**config.mk**
```make
export PLATFORM = sky130hd
export DESIGN_NAME = gshare_train_sched_flat
export DESIGN_NICKNAME = d
export VERILOG_FILES = /design/src/rtl/gshare_pkg.sv /design/src/rtl/gshare_train_sched_if.sv /design/src/rtl/gshare_train_fifo.sv /design/src/rtl/gshare_train_sched.sv /design/src/flat_wrapper.sv
export SDC_FILE = /design/constraint.sdc
export NUM_CORES = 1
export LEC_CHECK = 0
export CORE_MARGIN = 1.5
export CORE_UTILIZATION = 30
export CTS_CLUSTER_DIAMETER = 200
export DETAILED_ROUTE_END_ITERATION = 6
export GPL_ROUTABILITY_DRIVEN = 0
export PLACE_DENSITY = 0.56
export SLEW_MARGIN = 15
export SYNTH_ARGS = -nofsm -noshare
export SYNTH_HDL_FRONTEND = slang
export SYNTH_HIERARCHICAL = 1
export SYNTH_SLANG_ARGS = --single-unit
```
**constraint.sdc**
```tcl
create_clock -name clk -period 2.27 [get_ports clk]
set_input_delay 0.454 -clock clk [delete_from_list [all_inputs] [get_ports clk]]
set_output_delay 0.454 -clock clk [all_outputs]
set_load 0.02 [all_outputs]
```
**src/rtl/gshare_pkg.sv**
```systemverilog
// Shared types and helpers for the gshare training scheduler: the queued
// training record and the width helper used for occupancy counters.
package gshare_pkg;

    localparam int GSHARE_N = 7;

    typedef struct packed {
        logic                taken;
        logic                mispredicted;
        logic [GSHARE_N-1:0] history;
        logic [GSHARE_N-1:0] pc;
    } train_entry_t;

    function automatic int clog2(input int value);
        int result;
        result = 0;
        while ((1 << result) < value) begin
            result = result + 1;
        end
        return result;
    endfunction

endpackage

```
**src/rtl/gshare_train_sched_if.sv**
```systemverilog
// Bundle of the execute-side training stream, the frontend lookup stream and
// the predictor-facing predict/train ports around the training scheduler.
interface gshare_train_sched_if #(
    parameter int N  = gshare_pkg::GSHARE_N,
    parameter int CW = gshare_pkg::clog2(4 + 1)
);
    logic         in_valid;
    logic         in_ready;
    logic         in_taken;
    logic         in_mispredicted;
    logic [N-1:0] in_history;
    logic [N-1:0] in_pc;

    logic         fe_predict_valid;
    logic [N-1:0] fe_predict_pc;
    logic         fe_predict_ready;

    logic         predict_valid;
    logic [N-1:0] predict_pc;

    logic         train_valid;
    logic         train_taken;
    logic         train_mispredicted;
    logic [N-1:0] train_history;
    logic [N-1:0] train_pc;

    logic [CW-1:0] count;

    // The scheduler sits on the slave side; execute/frontend drive the master side.
    modport slave (
        input  in_valid, in_taken, in_mispredicted, in_history, in_pc,
        input  fe_predict_valid, fe_predict_pc,
        output in_ready, fe_predict_ready, predict_valid, predict_pc,
        output train_valid, train_taken, train_mispredicted, train_history, train_pc,
        output count
    );

    modport master (
        output in_valid, in_taken, in_mispredicted, in_history, in_pc,
        output fe_predict_valid, fe_predict_pc,
        input  in_ready, fe_predict_ready, predict_valid, predict_pc,
        input  train_valid, train_taken, train_mispredicted, train_history, train_pc,
        input  count
    );

endinterface

```
**src/rtl/gshare_train_fifo.sv**
```systemverilog
// In-order synchronous FIFO of training records; the head is readable
// combinationally and a pushed entry becomes visible one cycle later.
module gshare_train_fifo
    import gshare_pkg::*;
#(
    parameter int DEPTH = 4,
    parameter int CW    = clog2(DEPTH + 1)
) (
    input  logic          clk,
    input  logic          reset,
    input  logic          i_push,
    input  train_entry_t  i_data,
    input  logic          i_pop,
    output train_entry_t  o_head,
    output logic          o_full,
    output logic          o_empty,
    output logic [CW-1:0] o_count
);

    localparam int AW = clog2(DEPTH);

    train_entry_t  r_mem [DEPTH];
    logic [AW-1:0] r_wrPtr;
    logic [AW-1:0] r_rdPtr;
    logic [CW-1:0] r_count;

    // Storage needs no reset; occupancy alone decides which slots are live.
    always_ff @(posedge clk) begin
        if (i_push) begin
            r_mem[r_wrPtr] <= i_data;
        end
    end

    // DEPTH is a power of two, so the pointers wrap by natural overflow.
    always_ff @(posedge clk) begin
        if (reset) begin
            r_wrPtr <= '0;
            r_rdPtr <= '0;
            r_count <= '0;
        end else begin
            if (i_push) begin
                r_wrPtr <= r_wrPtr + 1'b1;
            end
            if (i_pop) begin
                r_rdPtr <= r_rdPtr + 1'b1;
            end
            case ({i_push, i_pop})
                2'b10:   r_count <= r_count + 1'b1;
                2'b01:   r_count <= r_count - 1'b1;
                default: r_count <= r_count;
            endcase
        end
    end

    assign o_head  = r_mem[r_rdPtr];
    assign o_full  = (r_count == CW'(DEPTH));
    assign o_empty = (r_count == '0);
    assign o_count = r_count;

endmodule

```
**src/rtl/gshare_train_sched.sv**
```systemverilog
// Queues resolved-branch training for the gshare predictor and arbitrates the
// PHT between frontend lookups and training, stalling lookups during recovery.
module gshare_train_sched
    import gshare_pkg::*;
#(
    parameter int N         = GSHARE_N,
    parameter int DEPTH     = 4,
    parameter int SHARED    = 1,
    parameter int MAX_DEFER = 3
) (
    input  logic clk,
    input  logic reset,
    gshare_train_sched_if.slave io_sched
);

    localparam int CW = clog2(DEPTH + 1);

    train_entry_t  w_inEntry;
    train_entry_t  w_head;
    logic          w_full;
    logic          w_empty;
    logic [CW-1:0] w_count;
    logic          w_push;
    logic          w_issue;
    logic          w_forced;
    logic          w_mpPending;

    logic [CW-1:0] r_mpCnt;
    logic [3:0]    r_deferCnt;

    assign w_inEntry = '{taken:        io_sched.in_taken,
                         mispredicted: io_sched.in_mispredicted,
                         history:      io_sched.in_history,
                         pc:           io_sched.in_pc};

    assign w_push      = io_sched.in_valid & ~w_full;
    assign w_forced    = (r_deferCnt == 4'(MAX_DEFER));
    assign w_mpPending = (r_mpCnt != '0);

    // A pending mispredict drains the queue ahead of lookups so the history
    // rewrite reaches the predictor before any further prediction.
    always_comb begin
        w_issue = 1'b0;
        if (!w_empty) begin
            w_issue = (SHARED == 0) | ~io_sched.fe_predict_valid | w_mpPending | w_forced;
        end
    end

    gshare_train_fifo #(
        .DEPTH (DEPTH),
        .CW    (CW)
    ) u_fifo (
        .clk     (clk),
        .reset   (reset),
        .i_push  (w_push),
        .i_data  (w_inEntry),
        .i_pop   (w_issue),
        .o_head  (w_head),
        .o_full  (w_full),
        .o_empty (w_empty),
        .o_count (w_count)
    );

    // Counts queued mispredicts; a push and a pop of one in the same cycle cancel.
    always_ff @(posedge clk) begin
        if (reset) begin
            r_mpCnt <= '0;
        end else begin
            case ({w_push & io_sched.in_mispredicted, w_issue & w_head.mispredicted})
                2'b10:   r_mpCnt <= r_mpCnt + 1'b1;
                2'b01:   r_mpCnt <= r_mpCnt - 1'b1;
                default: r_mpCnt <= r_mpCnt;
            endcase
        end
    end

    // Starvation guard: a head that keeps losing to lookups eventually wins.
    always_ff @(posedge clk) begin
        if (reset) begin
            r_deferCnt <= '0;
        end else if (w_empty || w_issue) begin
            r_deferCnt <= '0;
        end else if ((SHARED != 0) && !w_forced) begin
            r_deferCnt <= r_deferCnt + 1'b1;
        end
    end

    assign io_sched.in_ready         = ~w_full;
    assign io_sched.fe_predict_ready = ~w_mpPending & ~((SHARED != 0) & w_issue & w_forced);
    assign io_sched.predict_valid    = io_sched.fe_predict_valid & io_sched.fe_predict_ready;
    assign io_sched.predict_pc       = io_sched.fe_predict_pc;

    assign io_sched.train_valid        = w_issue;
    assign io_sched.train_taken        = w_issue ? w_head.taken        : 1'b0;
    assign io_sched.train_mispredicted = w_issue ? w_head.mispredicted : 1'b0;
    assign io_sched.train_history      = w_issue ? w_head.history      : '0;
    assign io_sched.train_pc           = w_issue ? w_head.pc           : '0;
    assign io_sched.count              = w_count;

endmodule

```
**src/flat_wrapper.sv**
```systemverilog
// flat-port wrapper written by rule: the top's interface ports become plain ports
module gshare_train_sched_flat import gshare_pkg::*;
#(
    parameter int N         = GSHARE_N,
    parameter int DEPTH     = 4,
    parameter int SHARED    = 1,
    parameter int MAX_DEFER = 3
)
  (clk, reset, io_sched_in_valid, io_sched_in_taken, io_sched_in_mispredicted, io_sched_in_history, io_sched_in_pc, io_sched_fe_predict_valid, io_sched_fe_predict_pc, io_sched_in_ready, io_sched_fe_predict_ready, io_sched_predict_valid, io_sched_predict_pc, io_sched_train_valid, io_sched_train_taken, io_sched_train_mispredicted, io_sched_train_history, io_sched_train_pc, io_sched_count);
  gshare_train_sched_if #(.N(N), .CW(3)) io_sched_i ();
  input  logic clk;
  input  logic reset;
  input wire logic [$bits(io_sched_i.in_valid)-1:0] io_sched_in_valid;
  input wire logic [$bits(io_sched_i.in_taken)-1:0] io_sched_in_taken;
  input wire logic [$bits(io_sched_i.in_mispredicted)-1:0] io_sched_in_mispredicted;
  input wire logic [$bits(io_sched_i.in_history)-1:0] io_sched_in_history;
  input wire logic [$bits(io_sched_i.in_pc)-1:0] io_sched_in_pc;
  input wire logic [$bits(io_sched_i.fe_predict_valid)-1:0] io_sched_fe_predict_valid;
  input wire logic [$bits(io_sched_i.fe_predict_pc)-1:0] io_sched_fe_predict_pc;
  output wire logic [$bits(io_sched_i.in_ready)-1:0] io_sched_in_ready;
  output wire logic [$bits(io_sched_i.fe_predict_ready)-1:0] io_sched_fe_predict_ready;
  output wire logic [$bits(io_sched_i.predict_valid)-1:0] io_sched_predict_valid;
  output wire logic [$bits(io_sched_i.predict_pc)-1:0] io_sched_predict_pc;
  output wire logic [$bits(io_sched_i.train_valid)-1:0] io_sched_train_valid;
  output wire logic [$bits(io_sched_i.train_taken)-1:0] io_sched_train_taken;
  output wire logic [$bits(io_sched_i.train_mispredicted)-1:0] io_sched_train_mispredicted;
  output wire logic [$bits(io_sched_i.train_history)-1:0] io_sched_train_history;
  output wire logic [$bits(io_sched_i.train_pc)-1:0] io_sched_train_pc;
  output wire logic [$bits(io_sched_i.count)-1:0] io_sched_count;
  assign io_sched_i.in_valid = io_sched_in_valid;
  assign io_sched_i.in_taken = io_sched_in_taken;
  assign io_sched_i.in_mispredicted = io_sched_in_mispredicted;
  assign io_sched_i.in_history = io_sched_in_history;
  assign io_sched_i.in_pc = io_sched_in_pc;
  assign io_sched_i.fe_predict_valid = io_sched_fe_predict_valid;
  assign io_sched_i.fe_predict_pc = io_sched_fe_predict_pc;
  assign io_sched_in_ready = io_sched_i.in_ready;
  assign io_sched_fe_predict_ready = io_sched_i.fe_predict_ready;
  assign io_sched_predict_valid = io_sched_i.predict_valid;
  assign io_sched_predict_pc = io_sched_i.predict_pc;
  assign io_sched_train_valid = io_sched_i.train_valid;
  assign io_sched_train_taken = io_sched_i.train_taken;
  assign io_sched_train_mispredicted = io_sched_i.train_mispredicted;
  assign io_sched_train_history = io_sched_i.train_history;
  assign io_sched_train_pc = io_sched_i.train_pc;
  assign io_sched_count = io_sched_i.count;
  gshare_train_sched #(.N(N), .DEPTH(DEPTH), .SHARED(SHARED), .MAX_DEFER(MAX_DEFER)) u_core (.clk(clk), .reset(reset), .io_sched(io_sched_i));
endmodule
```
Yosys cells after proc, flatten, opt, wreduce, memory -nomap -nowiden
Memory sizes are Yosys's and may differ from the RTL's. A register that Yosys moved wholly into a read port is not among the register bits.
Cells that the tools add are included.
{ "totals": {"ramBits": 64, "output_inout_bits": 30, "wordCells": 48, "register_bits": 14, "memories": 1, "input_bits": 27} }
{ "memory_table": {"columns": ["name", "words", "width", "rd", "rd_ports_with_merged_regs", "wr", "line_no", "text"], "rows": [
  ["u_core.u_fifo.r_mem", 4, 16, 1, 1, 1, "gshare_train_fifo.sv:22", "train_entry_t r_mem [DEPTH];"]
]} }
{ "op_classes": {"add_sub_neg": 7, "bitwise": 12, "reduce_logical": 6, "muxes": 11, "n_eq_ne": 6} }
{ "ops": {"columns": ["cell", "n"], "rows": [
  ["$mux 7", 2],
  ["$pmux 3 s2", 2],
  ["$add 3x1->3 const B", 2],
  ["$and 1x1->1", 6],
  ["$sub 3x1->3 const B", 2],
  ["$mux 1", 5],
  ["$add 2x1->2 const B", 2],
  ["$add 4x1->4 const B", 1],
  ["$eq 2x1->1 const B", 2],
  ["$eq 2x2->1 const B", 2],
  ["$eq 4x2->1 const B", 1],
  ["$mux 2", 2],
  ["$not 1->1", 4],
  ["$reduce_bool 2->1", 2],
  ["$eq 3x3->1 const B", 1],
  ["$logic_not 3->1", 1],
  ["$reduce_bool 3->1", 1],
  ["$or 1x1->1", 2],
  ["$reduce_or 2->1", 1],
  ["$logic_or 1x1->1", 1]
]} }

Longest topological paths before layout
Gate-level depths: netlist (run 1).
{ "depth": {"ltp_word": 8, "ltp_mapped": 10, "ltp_nobuf": 10} }

Cells and area by module
Netlist (run 1), hierarchy kept.
{ "modules_own_cells": {"columns": ["module", "cells_per_inst", "seq_area_each_um2", "instances", "area_per_inst_um2"], "rows": [
  ["gshare_train_fifo", 131, 2102.0, 1, 2780.2],
  ["gshare_train_sched", 66, 140.1, 1, 549.3]
]} }

Worst setup path after synthesis (run 1)
Ideal clock, no wire load.
{ "synth_path": {"path_kind": "reg2reg", "from": "reg u_core.r_deferCnt[0]", "to": "reg u_core.r_mpCnt[2]", "t_required_ps": 2200, "path_stages_with_launch": 11, "n_path_buf": 0, "setup_slack_ps": -355, "synth_period_minus_slack_ps": 2625, "arrival_ps": 2555, "path_cell_list": "dfxtp_1 > ha_1 > or3b_4 > a21oi_4 > and2_1 > ha_1 > inv_1 > fa_1 > xor2_1 > or3_1 > a21oi_1"} }
{ "synth_via": {"elab_chain_cells": 6, "word_cells_on_any_way": 8, "classes_between": "eq/ne (3); mux (2); bitwise (2); reduce/logical (1)"} }
{ "synth_rtl": {"columns": ["item", "line_no", "text"], "rows": [
  ["from (decl)", "gshare_train_sched.sv:29", "logic [3:0] r_deferCnt;"],
  ["from (signal assigned)", "gshare_train_sched.sv:84", "r_deferCnt <= r_deferCnt + 1'b1;"],
  ["$eq 4x2->1 *", "gshare_train_sched.sv:37", "assign w_forced = (r_deferCnt == 4'(MAX_DEFER));"],
  ["$or 1x1->1 *", "gshare_train_sched.sv:45", "w_issue = (SHARED == 0) | ~io_sched.fe_predict_valid | w_mpPending | w_forced;"],
  ["$mux 1 *", "gshare_train_sched.sv:44", "if (!w_empty) begin"],
  ["$and 1x1->1 *", "gshare_train_sched.sv:69", "case ({w_push & io_sched.in_mispredicted, w_issue & w_head.mispredicted})"],
  ["$eq 2x1->1 or $eq 2x2->1 (tied branches)", "gshare_train_sched.sv:69", null],
  ["$pmux 3 s2 or $reduce_bool 2->1 (tied branches)", null, null],
  ["to (signal assigned)", "gshare_train_sched.sv:70", "2'b10: r_mpCnt <= r_mpCnt + 1'b1;"],
  ["to (signal assigned)", "gshare_train_sched.sv:71", "2'b01: r_mpCnt <= r_mpCnt - 1'b1;"],
  ["to (signal assigned)", "gshare_train_sched.sv:72", "default: r_mpCnt <= r_mpCnt;"],
  ["to (decl)", "gshare_train_sched.sv:28", "logic [CW-1:0] r_mpCnt;"]
]} }
Every way passes the cells marked *; elsewhere a longest branch is shown, timed or not.
A chain may end at the register's enable or synchronous reset.

Final worst setup path (run 1)
{ "layout_path": {"from": "reg u_core.r_deferCnt[1]", "to": "reg u_core.r_mpCnt[2]"} }
Same word-level chain as after synthesis.

==> impl_metrics.py, run 1 <==
metrics = {
    "final_layout": {
        "final_core_util_pct": 40.7,
        "stdcell_count": 407,
        "nFillCells": 997,
        "n_antenna_cell": 0,
        "layout_commonest_cell": "edfxtp_1",
        "syn2layout_area_growth_pct": 32.4,
        "nets": 299,
        "drive_gt1_share_pct": 36.7,
        "layout_common_cells": "edfxtp_1 (64), clkdlybuf4s50_1 (23), buf_4 (18)",
    },
    "worst_setup_path": {
        "critPathKind": "reg -> reg",
        "cp.required_ns": 2.55,
        "cp.arrival_ns": 2.67,
        "cp-end-kind": "flop",
        "cp-start-kind": "flop",
        "cp_max_fo": 3,
    },
    "place": {
        "dp_hpwl_mm": 3.81,
        "portBuffers": 42,
        "dp_cells": 387,
        "pre_cts_ws_ns": -0.416,
    },
    "job": {
        "cap_violations": 0,
    },
    "logic_synthesis": {
        "syn_area_per_cell_um2": 16.9,
        "netlist-cell-type-count": 29,
        "synth-compound-area-share_pct": 1.39,
        "netlist_instances": 197,
        "ys_ff_latch": 80,
        "seq_area_frac_synth_pct": 67.3,
        "synthXorXnorAreaFrac_pct": 2.10,
        "synthMuxAreaShare_pct": 12.1,
        "synth_fa_ha_area_share_pct": 3.83,
        "yosys.area_share.simple_pct": 8.72,
        "synth_top_family_by_area": "multiplexers",
        "yosys_warnings": 6,
        "synth.top_cell.area_share_pct": 57.7,
        "synth_fp_nets": 233,
        "synthTopCellsByArea": "edfxtp_1 (58%), dfxtp_1 (9.6%), mux4_2 (6.8%)",
        "netlist_area_um2": 3330,
        "synth_top_cell_by_area": "edfxtp_1",
    },
    "die": {
        "die_h_um": 108,
        "row_count": 38,
        "design.core.area_um2": 10800,
        "die_w_um": 108,
        "start_util_pct": 30.7,
        "die-area_um2": 11700,
        "io_pins": 57,
    },
    "route": {
        "ant_nets": 0,
        "drcViolationCount": 0,
        "vias": 1772,
        "wirelength_mm": 5.96,
        "drtIter0Drc": 66,
        "drtPass1Iterations": 4,
        "viasPerCell": 4.35,
        "wl_per_cell_um": 14.6,
    },
    "clocking": {
        "cts_sinks": 80,
        "htreeDepth": 3,
        "numCtsBuffers": 9,
        "cts_tree": "yes",
        "clock_path_buffers": 2,
        "clock_latency_ns": 0.35,
        "root_buffer": "clkbuf_8",
        "clk_pin_slew_ns": 0.08,
    },
    "global_routing": {
        "gr-total-overflow": 0,
        "grt_max_degree": 17,
        "grt_usage_pct": 11.1,
        "grt_pass1_vias": 1841,
        "antenna_found_initial": 0,
        "grt_pass1_wl_mm": 9.39,
    },
    "run_status": {
        "violations": "setup timing",
        "status": "finished, violations left",
    },
    "min_path": {
        "hp-class": "reg -> reg",
    },
    "sta": {
        "finalCritPeriodShare_pct": 105,
        "max_freq_ghz": 0.418,
        "postLayoutSetupSlackWorst_ns": -0.121,
        "setup_violations": 18,
        "slew_headroom_pct": 67.3,
        "final_max_slew_viol_count": 0,
        "rsz0062_at_grt": "true",
        "layout_min_cycle_time_ns": 2.39,
        "fin_skew_ns": 0.0101,
        "tightestPinTransition_ns": 0.490,
        "hold_viol": 0,
    },
    "power_and_ir_drop": {
        "p_total_mw": 5.13,
        "vdd_drop_max_mv": 0.491,
        "leakage_nw": 1.56,
        "powerDensity_nw_per_um2": 1160,
    },
}
## layer usage
layer | part of all wire [%] | vias up | GRT usage [%] | routed length [µm]
met4 | 1.2 | 0 | 3.85 | 74
met3 | 4.4 | 5 | 3.68 | 260
met1 | 45 | 882 | 13.2 | 2700
met2 | 49 | 37 | 18.7 | 2920
met5 | 0 | - | 0 | 0
li1 | - | 848 | - | -
## kinds of logic after synthesis
kind of cell	Yosys count
DFF	80
and+or+nand+nor	51
xor gates and xnor gates	8
AOI/OAI and AO/OA	7
adders and majority gates	9
muxes	18
buffers and inverters	24
## repair_timing
action	in CTS	in global routing
resized for setup	125	2
hold buffers	0	0
setup buffers	4	1
setup endpoints to repair	23	23
pin swaps	10	0
## stage by stage
| stage | hold slack [ns] | TNS [ns] | area, µm² |
|---|---|---|---|
| after floorplan | 0.420 | -0.208 | 3380 |
| after detailed placement | 0.514 | -7.63 | 4110 |
| after CTS | 0.525 | -1.31 | 4400 |
| after global placement | 0.502 | -6.89 | 4110 |
| after global routing | 0.562 | -2.46 | 4410 |
| final | 0.523 | -0.646 | 4410 |
## final timing paths
| path | slack [ns] | end | depth (start not counted) | start |
|---|---|---|---|---|
| max | -0.12 | u_core/r_mpCnt[2]$_SDFFE_PP0P_ | 10 | u_core/r_deferCnt[1]$_SDFFE_PP0N_ |
| min | 0.52 | u_core/r_deferCnt[0]$_SDFFE_PP0N_ | 2 | u_core/r_deferCnt[0]$_SDFFE_PP0N_ |
| max reg2reg | -0.12 | u_core/r_mpCnt[2]$_SDFFE_PP0P_ | 10 | u_core/r_deferCnt[1]$_SDFFE_PP0N_ |
| min reg2reg | 0.52 | u_core/r_deferCnt[0]$_SDFFE_PP0N_ | 2 | u_core/r_deferCnt[0]$_SDFFE_PP0N_ |
## cell type report
type | instances | area [µm²] | area share [%]
clock buffers | 9 | 124 | 2.81
clock inverters | 6 | 92.6 | 2.10
inverters | 11 | 41.3 | 0.936
multi-input cells | 93 | 1020 | 23.1
flip-flops and latches | 80 | 2240 | 50.9
well taps | 140 | 175 | 3.97
repair buffers | 68 | 712 | 16.1
## critical path: stages, from the launching register on
cell     delay, ns
dfxtp_2       0.36
ha_4          0.13
or3b_4        0.39
a21oi_4       0.20
and2_4        0.19
ha_4          0.13
inv_2         0.03
fa_2          0.32
xor2_1        0.15
or3_1         0.30
a21oi_1       0.12
## sequential cells by signal (all words and copies together) (netlist names), named ones only
register               cells
u_core/u_fifo/r_mem       64
u_core/r_deferCnt          4
u_core/r_mpCnt             3
u_core/u_fifo/o_count      3
u_core/u_fifo/r_rdPtr      2
u_core/u_fifo/r_wrPtr      2
## cells in the mapped netlist, drive strengths merged
| cell | count |
|---|---|
| dfxtp | 16 |
| nor4b | 1 |
| nor3 | 1 |
| clkbuf | 1 |
| and2 | 20 |
| and3 | 2 |
| xnor2 | 2 |
| nor2b | 2 |
| nand3 | 2 |
| nor4 | 1 |
| mux2i | 2 |
| ha | 7 |
| edfxtp | 64 |
| or3b | 1 |
| nor2 | 16 |
| inv | 11 |
| o21ai | 2 |
| buf | 12 |
| or3 | 2 |
| fa | 2 |
| xor2 | 6 |
| nand2 | 3 |
| a21oi | 5 |
| mux4 | 16 |
## where the power goes
| part | switching, mW | leakage, nW | internal (mW) |
|---|---|---|---|
| Combinational | 0.969 | 0.739 | 1.12 |
| Sequential | 0.0911 | 0.719 | 1.81 |
| Clock | 0.517 | 0.102 | 0.620 |
No activity file was read; power rests on OpenSTA's default activity.
==> run 2: changes to the inputs <==
- CORE_MARGIN: 1.5 -> default
- HOLD_SLACK_MARGIN: default -> 0.12
- TNS_END_PERCENT: default -> 1
==> run 2 against run 1 <==
Critical path depth increased by 1. Global-route usage increased by 0.29 points. Combinational power about the same. Register-to-register slack got worse by 0.12 ns. Maximum frequency decreased by 4.8%. Critical path type unchanged. The flow finishes with violations (DRC, setup timing). Total power decreased by 1.1%. Sequential power about the same. Wire length increased by 2.1%. Count of clock-buffer cells in the layout unchanged. Non-clock buffer count increased by 4. Clock skew increased by 0.0021 ns. Largest power group unchanged.
==> impl_metrics.py, run 2 (synthesized netlist as in run 1, its figures left out) <==
metrics = {
    "die": {
        "die_h_um": 107,
        "die_w_um": 107,
        "die-area_um2": 11500,
        "io_pins": 57,
        "design.core.area_um2": 10800,
        "start_util_pct": 30.7,
        "row_count": 38,
    },
    "place": {
        "dp_hpwl_mm": 4.07,
        "dp_cells": 392,
        "portBuffers": 42,
    },
    "global_routing": {
        "gr-total-overflow": 0,
        "grt_max_degree": 17,
        "antenna_found_initial": 0,
        "grt_pass1_wl_mm": 9.60,
        "grt_pass1_vias": 1868,
        "grt_usage_pct": 11.4,
    },
    "power_and_ir_drop": {
        "p_int_mw": 3.46,
        "p_sw_mw": 1.61,
        "pwr-share-clk_pct": 20.9,
        "power_frac_comb_pct": 41.6,
        "vdd_drop_max_mv": 0.475,
        "leakage_nw": 1.55,
        "switching_share_pct": 31.7,
        "powerDensity_nw_per_um2": 1150,
        "p_total_mw": 5.08,
        "seq_power_share_pct": 37.6,
    },
    "clocking": {
        "clock_path_buffers": 2,
        "htreeDepth": 3,
        "cts_hold_buf": 0,
        "clock_latency_ns": 0.35,
        "cts_tree": "yes",
        "root_buffer": "clkbuf_8",
        "cts_sinks": 80,
        "clk_pin_slew_ns": 0.09,
        "numCtsBuffers": 9,
    },
    "worst_setup_path": {
        "path_cells": "ha_4, or3b_4, a21oi_4, buf_12, and2_4, ha_4, inv_2, fa_2, xor2_1, or3_1, a21oi_1",
        "cp-end-kind": "flop",
        "crit-reg2reg-launch": "u_core/r_deferCnt[1]$_SDFFE_PP0N_",
        "critPathKind": "reg -> reg",
        "cp.arrival_ns": 2.79,
        "slowest_delay_ns": 0.40,
        "r2r_slack_ns": -0.24,
        "r2r_end": "u_core/r_mpCnt[2]$_SDFFE_PP0P_",
        "cp_max_fo": 3,
        "path_common_cell": "ha_4",
        "r2r_cells": 11,
        "cp.required_ns": 2.55,
        "cp-start-kind": "flop",
        "critPathSlowestCell": "or3b_4",
    },
    "route": {
        "drcViolationCount": 1,
        "vias": 1799,
        "drtPass1Iterations": 6,
        "ant_nets": 0,
        "wirelength_mm": 6.09,
        "drtIter0Drc": 40,
        "wl_per_cell_um": 14.8,
        "viasPerCell": 4.37,
    },
    "final_layout": {
        "stdcell_count": 412,
        "reg_top3": "u_core/u_fifo/r_mem x64, u_core/r_deferCnt x4",
        "layout_common_cells": "edfxtp_1 (64), buf_4 (24), clkdlybuf4s50_1 (23)",
        "nets": 303,
        "n_antenna_cell": 0,
        "layout_commonest_cell": "edfxtp_1",
        "drive_gt1_share_pct": 34.9,
        "final_core_util_pct": 40.7,
        "syn2layout_area_growth_pct": 32.6,
        "regMostFlops": "u_core/u_fifo/r_mem",
        "largest_register_ffs": 64,
    },
    "job": {
        "cap_violations": 0,
    },
    "sta": {
        "finalCritPeriodShare_pct": 111,
        "tightestPinTransition_ns": 0.344,
        "postLayoutSetupSlackWorst_ns": -0.241,
        "slew_headroom_pct": 76.9,
        "whs_ns": 0.531,
        "fin_skew_ns": 0.0122,
        "max_freq_ghz": 0.398,
        "setup_violations": 22,
        "final_max_slew_viol_count": 0,
        "layout_min_cycle_time_ns": 2.51,
        "setup_tns_ns": -3.56,
        "hold_viol": 0,
        "rsz0062_at_grt": "true",
    },
    "min_path": {
        "min_to": "u_core/r_deferCnt[0]$_SDFFE_PP0N_",
        "hold_depth": 2,
        "hp-class": "reg -> reg",
        "worstHoldStart": "u_core/r_deferCnt[0]$_SDFFE_PP0N_",
    },
    "run_status": {
        "violations": "DRC, setup timing",
        "status": "finished, violations left",
    },
}
## run 2: cell types whose count changed in the layout (fill, tap and decap cells not counted), sizes merged
cell / delta
clkdlybuf4s15: +9
buf: -5
clkinv: +2
bufinv: -1
## run 2: area by class of cell
| type | instances | area, µm² |
|---|---|---|
| timing repair buffer | 72 | 744 |
| tap | 140 | 175 |
| clock buffer | 9 | 124 |
| sequential | 80 | 2240 |
| inverter | 11 | 41.3 |
| multi-input combinational | 93 | 1010 |
| fill | 1010 | 6420 |
| clock inverter | 7 | 78.8 |
## run 2: worst max-delay path, delay by kind of cell, from the launching register on
| family | cells | cell delay (ns) |
|---|---|---|
| XOR/XNOR | 1 | 0.15 |
| AND/OR/NAND/NOR | 3 | 0.84 |
| adder cells (fa/ha/maj) | 3 | 0.59 |
| flip-flops | 1 | 0.36 |
| buffers and inverters | 2 | 0.15 |
| AO/OA/AOI/OAI | 2 | 0.34 |
## run 2: worst max-delay path by stage
stage | start | endpoint | slack [ns] | depth (start not counted)
3_3_place_gp | io_sched_fe_predict_valid | io_sched_train_pc[0] | -0.39 | 6
2_1_floorplan | u_core/r_deferCnt[1]$_SDFFE_PP0N_ | u_core/r_mpCnt[2]$_SDFFE_PP0P_ | -0.12 | 10
6_report | u_core/r_deferCnt[1]$_SDFFE_PP0N_ | u_core/r_mpCnt[2]$_SDFFE_PP0P_ | -0.24 | 11
4_1_cts | u_core/r_deferCnt[1]$_SDFFE_PP0N_ | u_core/u_fifo/o_count[2]$_SDFFE_PP0P_ | -0.25 | 11
3_5_place_dp | io_sched_fe_predict_valid | io_sched_train_pc[0] | -0.39 | 6
5_1_grt | u_core/r_deferCnt[1]$_SDFFE_PP0N_ | u_core/r_mpCnt[2]$_SDFFE_PP0P_ | -0.37 | 11
## run 2: timing repair
action / CTS / global route
gates cloned: 1 / 0
pin swaps: 6 / 3
buffers inserted: 2 / 1
resized for setup: 83 / 14
endpoints found under the setup margin: 22 / 23
## run 2: layer usage
metal / GRT usage, % / vias to the layer above / wire (µm)
met4: 3.72 / 0 / 68
met2: 19.9 / 33 / 3120
met3: 3.27 / 7 / 245
li1: - / 859 / -
met5: 0 / - / 0
met1: 13.3 / 900 / 2650
## run 2: through the flow
stage / worst slack [ns] / area (µm²)
global placement: -0.391 / 4120
CTS: -0.248 / 4380
global route: -0.369 / 4420
finish: -0.241 / 4420
floorplan: -0.119 / 3380
detailed placement: -0.388 / 4120
## run 2: power by group through the flow
stage / registers [mW] / logic, mW / clock network [mW]
after detailed placement: 1.94 / 1.95 / 0
after global routing: 1.93 / 2.29 / 1.13
after global placement: 1.93 / 1.93 / 0
after floorplan: 1.95 / 1.11 / 0
after CTS: 1.91 / 2.08 / 1.09
final: 1.91 / 2.11 / 1.06
==> run 3: changes to the inputs <==
- ABC_AREA: default -> 1
- SKIP_CTS_REPAIR_TIMING: default -> 1
==> run 3 against run 2 <==
The flow finishes with violations (setup timing). Die area is 5.1% higher. Critical path depth is 6 lower. Total power is 6.2% higher. Maximum frequency is 1.2% higher. Via count is 33% higher. Synthesized cell count is 60% higher. Count of clock-buffer cells in the layout stayed put. Clock skew is 0.0051 ns lower. Hold slack worse by 0.087 ns. Highest routed layer unchanged.
==> impl_metrics.py, run 3 <==
metrics = {
    "run_status": {
        "status": "finished, violations left",
        "violations": "setup timing",
    },
    "sta": {
        "layout_min_cycle_time_ns": 2.48,
        "whs_ns": 0.444,
        "rsz0062_at_grt": "true",
        "postLayoutSetupSlackWorst_ns": -0.211,
        "slew_headroom_pct": 75.9,
        "setup_violations": 1,
        "fin_skew_ns": 0.00713,
        "tightestPinTransition_ns": 0.360,
        "max_freq_ghz": 0.403,
        "finalCritPeriodShare_pct": 109,
        "final_max_slew_viol_count": 0,
        "hold_viol": 0,
    },
    "final_layout": {
        "layout_commonest_cell": "edfxtp_1",
        "final_core_util_pct": 39.9,
        "n_antenna_cell": 0,
        "drive_gt1_share_pct": 18.9,
        "layout_common_cells": "edfxtp_1 (64), nor2_1 (49), inv_1 (40)",
        "syn2layout_area_growth_pct": 29.9,
        "largest_register_ffs": 64,
        "regMostFlops": "u_core/u_fifo/r_mem",
        "nets": 411,
        "reg_top3": "u_core/u_fifo/r_mem x64, u_core/r_deferCnt x4",
        "stdcell_area_um2": 4550,
    },
    "route": {
        "viasPerCell": 4.56,
        "ant_nets": 0,
        "wl_per_cell_um": 13.4,
        "drt-met1-wl_mm": 3.25,
        "drtPass1Iterations": 4,
        "highest_layer": "met4",
        "vias": 2384,
        "drtIter0Drc": 162,
        "met2_length_mm": 3.35,
        "wirelength_mm": 7.01,
        "routed-wl-met3_um": 279,
        "drcViolationCount": 0,
    },
    "worst_setup_path": {
        "cp.required_ns": 1.82,
        "cp-end-kind": "output pin",
        "critPathKind": "reg -> out",
        "path_cells": "nor3_4, nor2_1, or2_1, inv_1, clkdlybuf4s50_1",
        "cp-start-kind": "flop",
        "cp_top_family": "simple AND/OR/NAND/NOR gates",
        "critPathSlowestCell": "clkdlybuf4s50_1",
        "cp.arrival_ns": 2.03,
        "crit_buf_inv": 2,
        "cp_max_fo": 5,
        "slowest_delay_ns": 0.59,
    },
    "logic_synthesis": {
        "synth_top_family_by_area": "simple AND/OR/NAND/NOR gates",
        "netlist_area_um2": 3500,
        "synthFlopType": "edfxtp_1",
        "synth-compound-area-share_pct": 9.57,
        "synthTopCellsByArea": "edfxtp_1 (55%), dfxtp_1 (9.1%), nor2_1 (5.3%)",
        "netlist-cell-type-count": 26,
        "syn_area_per_cell_um2": 11.1,
        "yosys_warnings": 6,
        "synth_common_cells": "edfxtp_1 (64), nor2_1 (49), inv_1 (40)",
        "synthMuxAreaShare_pct": 0,
        "synth.top_cell.area_share_pct": 54.9,
        "async_flop_share_pct": 0,
        "netlist_instances": 315,
        "synth_fp_nets": 351,
        "synth-edff-count": 64,
        "yosys.area_share.simple_pct": 14.1,
        "synth_fa_ha_area_share_pct": 3.64,
        "ys_ff_latch": 80,
        "seq_area_frac_synth_pct": 64.0,
        "synthXorXnorAreaFrac_pct": 0.250,
        "synth_top_cell_by_area": "edfxtp_1",
        "synth.most_common_cell": "edfxtp_1",
    },
    "clocking": {
        "clock_latency_ns": 0.33,
        "cts_tree": "yes",
        "root_buffer": "clkbuf_16",
        "clk_pin_slew_ns": 0.06,
        "htreeDepth": 3,
        "clock_path_buffers": 2,
        "numCtsBuffers": 9,
        "cts_sinks": 80,
    },
    "min_path": {
        "hp-class": "reg -> reg",
    },
    "place": {
        "dp_hpwl_mm": 4.81,
        "pre_cts_ws_ns": -0.248,
        "placed_cell_area_um2": 4270,
        "portBuffers": 42,
    },
    "die": {
        "die_w_um": 110,
        "design.core.area_um2": 11400,
        "die_h_um": 110,
        "die-area_um2": 12100,
        "start_util_pct": 30.7,
        "row_count": 39,
        "io_pins": 57,
    },
    "global_routing": {
        "grt_usage_pct": 12.6,
        "grt_max_degree": 17,
        "grt_pass1_wl_mm": 11.0,
        "antenna_found_initial": 0,
        "gr-total-overflow": 0,
        "grt_pass1_vias": 2213,
    },
    "power_and_ir_drop": {
        "vdd_drop_max_mv": 0.588,
        "p_total_mw": 5.39,
        "powerDensity_nw_per_um2": 1180,
        "leakage_nw": 1.92,
    },
    "job": {
        "cap_violations": 0,
    },
}
-- run 3: cell types whose count changed in the layout (fill, tap and decap cells not counted), sizes merged, moves of 9 or more --
cell           previous run  this run
and2                     20         0
buf                      40        25
clkdlybuf4s15             9         0
dlymetal6s2s              0        12
inv                      13        46
mux4                     16         0
nand2                     3        19
nor2                     16        52
nor3                      1        18
o21ai                     2        40
o22ai                     0        16
-- run 3: cell type report --
| class | instances | area (µm²) |
|---|---|---|
| clock inverter | 7 | 38.8 |
| inverter | 47 | 176 |
| sequential | 80 | 2250 |
| tap | 143 | 179 |
| clock buffer | 9 | 225 |
| timing repair buffer | 67 | 696 |
| fill | 1126 | 6870 |
| multi-input combinational | 170 | 991 |
-- run 3: final timing paths --
check                                        start                                    end  slack [ns]  depth (start not counted)
min          u_core/u_fifo/r_rdPtr[1]$_SDFFE_PP0P_                                   flop        0.44                          1
max          u_core/u_fifo/o_count[0]$_SDFFE_PP0P_              io_sched_fe_predict_ready       -0.21                          5
max reg2reg      u_core/r_deferCnt[0]$_SDFFE_PP0N_  u_core/u_fifo/o_count[2]$_SDFFE_PP0P_        0.02                         14
min reg2reg  u_core/u_fifo/r_rdPtr[1]$_SDFFE_PP0P_                                   flop        0.44                          1
-- run 3: kinds of logic after synthesis --
group	count (synthesis)
xor gates and xnor gates	1
buffers and inverters	65
adders and majority gates	9
DFF	80
AOI/OAI and AO/OA	63
and+or+nand+nor	97
-- run 3: stage by stage --
stage	instances	TNS (ns)
3_3_place_gp	507	-3.23
3_5_place_dp	507	-3.46
4_1_cts	523	-6.62
6_report	523	-0.211
5_1_grt	523	-0.556
2_1_floorplan	315	-0.168
-- run 3: power by group --
part	switching (mW)	internal, mW
clock network	0.548	0.727
logic	1.29	0.943
registers	0.107	1.78
total	1.94	3.45
-- run 3: per-layer routing --
layer | track usage [%] | vias to the layer above
met1 | 16.1 | 1137
met5 | 0 | -
met2 | 19.7 | 41
met4 | 6.29 | 0
li1 | - | 1197
met3 | 3.23 | 9
==> RTL change (config.mk and constraints of run 1) <==
`GSHARE_N`: 7 -> 8.
--- a/src/rtl/gshare_pkg.sv
+++ b/src/rtl/gshare_pkg.sv
@@ -2,7 +2,7 @@
 // training record and the width helper used for occupancy counters.
 package gshare_pkg;
 
-    localparam int GSHARE_N = 7;
+    localparam int GSHARE_N = 8;
 
     typedef struct packed {
         logic                taken;
Ports: changed (6 resized); port bits go from 57 to 63. The function was not compared with the original's and may differ.
==> RTL change against run 1 <==
  * The run still ends with setup timing left
  * Sequential cell count rose by 8
  * Worst setup slack barely moved
  * Design area rose by 9.7%
  * Total power increased by 19%
  * Wire length increased by 8.3%
  * Synthesized cell count rose by 4.6%
  * Synthesized area rose by 9.1%
  * Fmax about the same
  * Highest routed layer unchanged
==> RTL change: results (changes against run 1) <==
| Metric | Value |
|---|---|
| Cell leakage power | 0.001719 uW (was 0.001560 uW) |
| CTS root buffer | clkbuf_16 (was clkbuf_8) |
| Total chip power | 6085 uW (was 5131 uW) |
| Sequential fraction of the synthesis area | 68.34% (was 67.34%) |
| Final HPWL DP | 4.331 mm (was 3.811 mm) |
| GRT met2 Usage | 17.98% (was 18.72%) |
| Metal3 WL | 312 um (was 260 um) |
| Clock share of power | 21.2% (was 22.2%) |
| Seq. pwr | 2140 uW (was 1900 uW) |
| Post-CTS Resized | 125 (unchanged) |
| GRT Total Usage | 10.59% (was 11.07%) |
| Violated checks | setup timing (unchanged) |
| Post-synth EDFFs | 72 (was 64) |
| First-pass GRT wire length | 10.02 mm (was 9.390 mm) |
| Worst relative slew slack | 65.88% (was 67.26%) |
| Top Registers | u_core/u_fifo/r_mem x72, u_core/r_deferCnt x4 (was u_core/u_fifo/r_mem x64, u_core/r_deferCnt x4) |
| Clk_skew | 4.361 ps (was 10.09 ps) |
| Status | finished, violations left (unchanged) |
| Synth top area cells | edfxtp_1 60%, dfxtp_1 8.8%, mux4_2 6.2% (was edfxtp_1 58%, dfxtp_1 9.6%, mux4_2 6.8%) |
| Fill count | 1100 (was 997) |
| Postcts setup bufs | 3 (was 4) |
| Setup ws final | -120.7 ps (was -120.6 ps) |
| Routed wire length | 6.452 mm (was 5.960 mm) |
| Met1 WL | 2.736 mm (was 2.700 mm) |
| Top cell types by occurrence after synthesis | 72 x edfxtp_1, 22 x and2_1, 16 x dfxtp_1 (was 64 x edfxtp_1, 20 x and2_1, 16 x dfxtp_1, 16 x nor2_1, 11 x inv_1) |
| Final setup violation count | 19 (was 18) |
| Final std cells w/o fill | 430 (was 407) |
| Vias | 1911 (was 1772) |
| Hold Path Class | flip-flop to flip-flop (unchanged) |
| Placed cell count | 411 (was 387) |
| Fin nets | 318 (was 299) |
| Met2 WL post-DR | 3.293 mm (was 2.924 mm) |
| Placed instance area | 4491 um2 (was 4109 um2) |
| Largest net degree at the start of global routing | 19 (was 17) |
| Post-place setup slack | -376.7 ps (was -416.0 ps) |
| Initial drt markers | 33 (was 66) |
| Final hold slack | 518.8 ps (was 523.1 ps) |
| Mapped Avg Cell Area | 17.63 um2 (was 16.90 um2) |
| Worst endpoint data arrival time | 2640 ps (was 2670 ps) |
| Layout cell share with drive strength beyond 1 | 34.28% (was 36.70%) |
| Skew-Pair Late Insertion Delay | 330 ps (was 350 ps) |
| Critical-path maximum fanout | 4 (was 3) |
| Switching part of the total power | 30.80% (was 30.74%) |
| Port Buf Inserts | 46 (was 42) |
| VDD IR-drop max | 0.4442 mV (was 0.4909 mV) |
| Met1 usage | 12.54% (was 13.22%) |
| CTS clk-pin slew, worst paths | 60 ps (was 80 ps) |
| Met3 usage | 3.107% (was 3.677%) |
RTL change: cell types whose count changed in the layout (fill, tap and decap cells not counted), sizes merged, moves of 3 or more:
cell / delta
buf: +6
inv: -4
clkinv: +3
edfxtp: +8
RTL change: worst reg2reg max path: stages, from the launching register on:
cell and delay, ps:
dfxtp_2 350, ha_4 140, or3b_4 400, a21oi_4 200, buf_6 150, ha_4 130, inv_2 30, fa_2 320
xor2_1 150, or3_1 310, a21oi_1 130
RTL change: cell type report:
cell class	instances	area [um2]	area share, %
inverters	8	30.03	0.6208
well taps	147	183.9	3.802
multi-input cells	96	1074	22.19
clock inverters	6	36.28	0.7501
clock buffers	9	225.2	4.656
flip-flops and latches	88	2489	51.45
repair buffers	76	799.5	16.53
RTL change: cells by family (layout without fill, tap and decap cells):
family	after synthesis	count (layout)	synth area share, %
AOI/OAI and AO/OA	6	6	1.137
xor gates and xnor gates	8	8	1.929
adders and majority gates	9	9	3.514
buffers and inverters	22	99	4.030
DFF	88	88	68.34
muxes	21	21	12.81
and+or+nand+nor	52	52	8.232
RTL change: worst max path at each step:
| stage | to | cells after the start | startpoint | slack, ps |
|---|---|---|---|---|
| floorplan | u_core/u_fifo/o_count[2] | 10 | u_core/r_deferCnt[1] | -100 |
| global placement | io_sched_train_taken | 6 | io_sched_fe_predict_valid | -350 |
| detailed placement | u_core/r_mpCnt[2] | 9 | io_sched_fe_predict_valid | -380 |
| CTS | u_core/u_fifo/o_count[2] | 10 | u_core/r_deferCnt[1] | -130 |
| global route | u_core/u_fifo/o_count[2] | 10 | u_core/r_deferCnt[1] | -210 |
| finish | u_core/u_fifo/o_count[2] | 10 | u_core/r_deferCnt[1] | -120 |
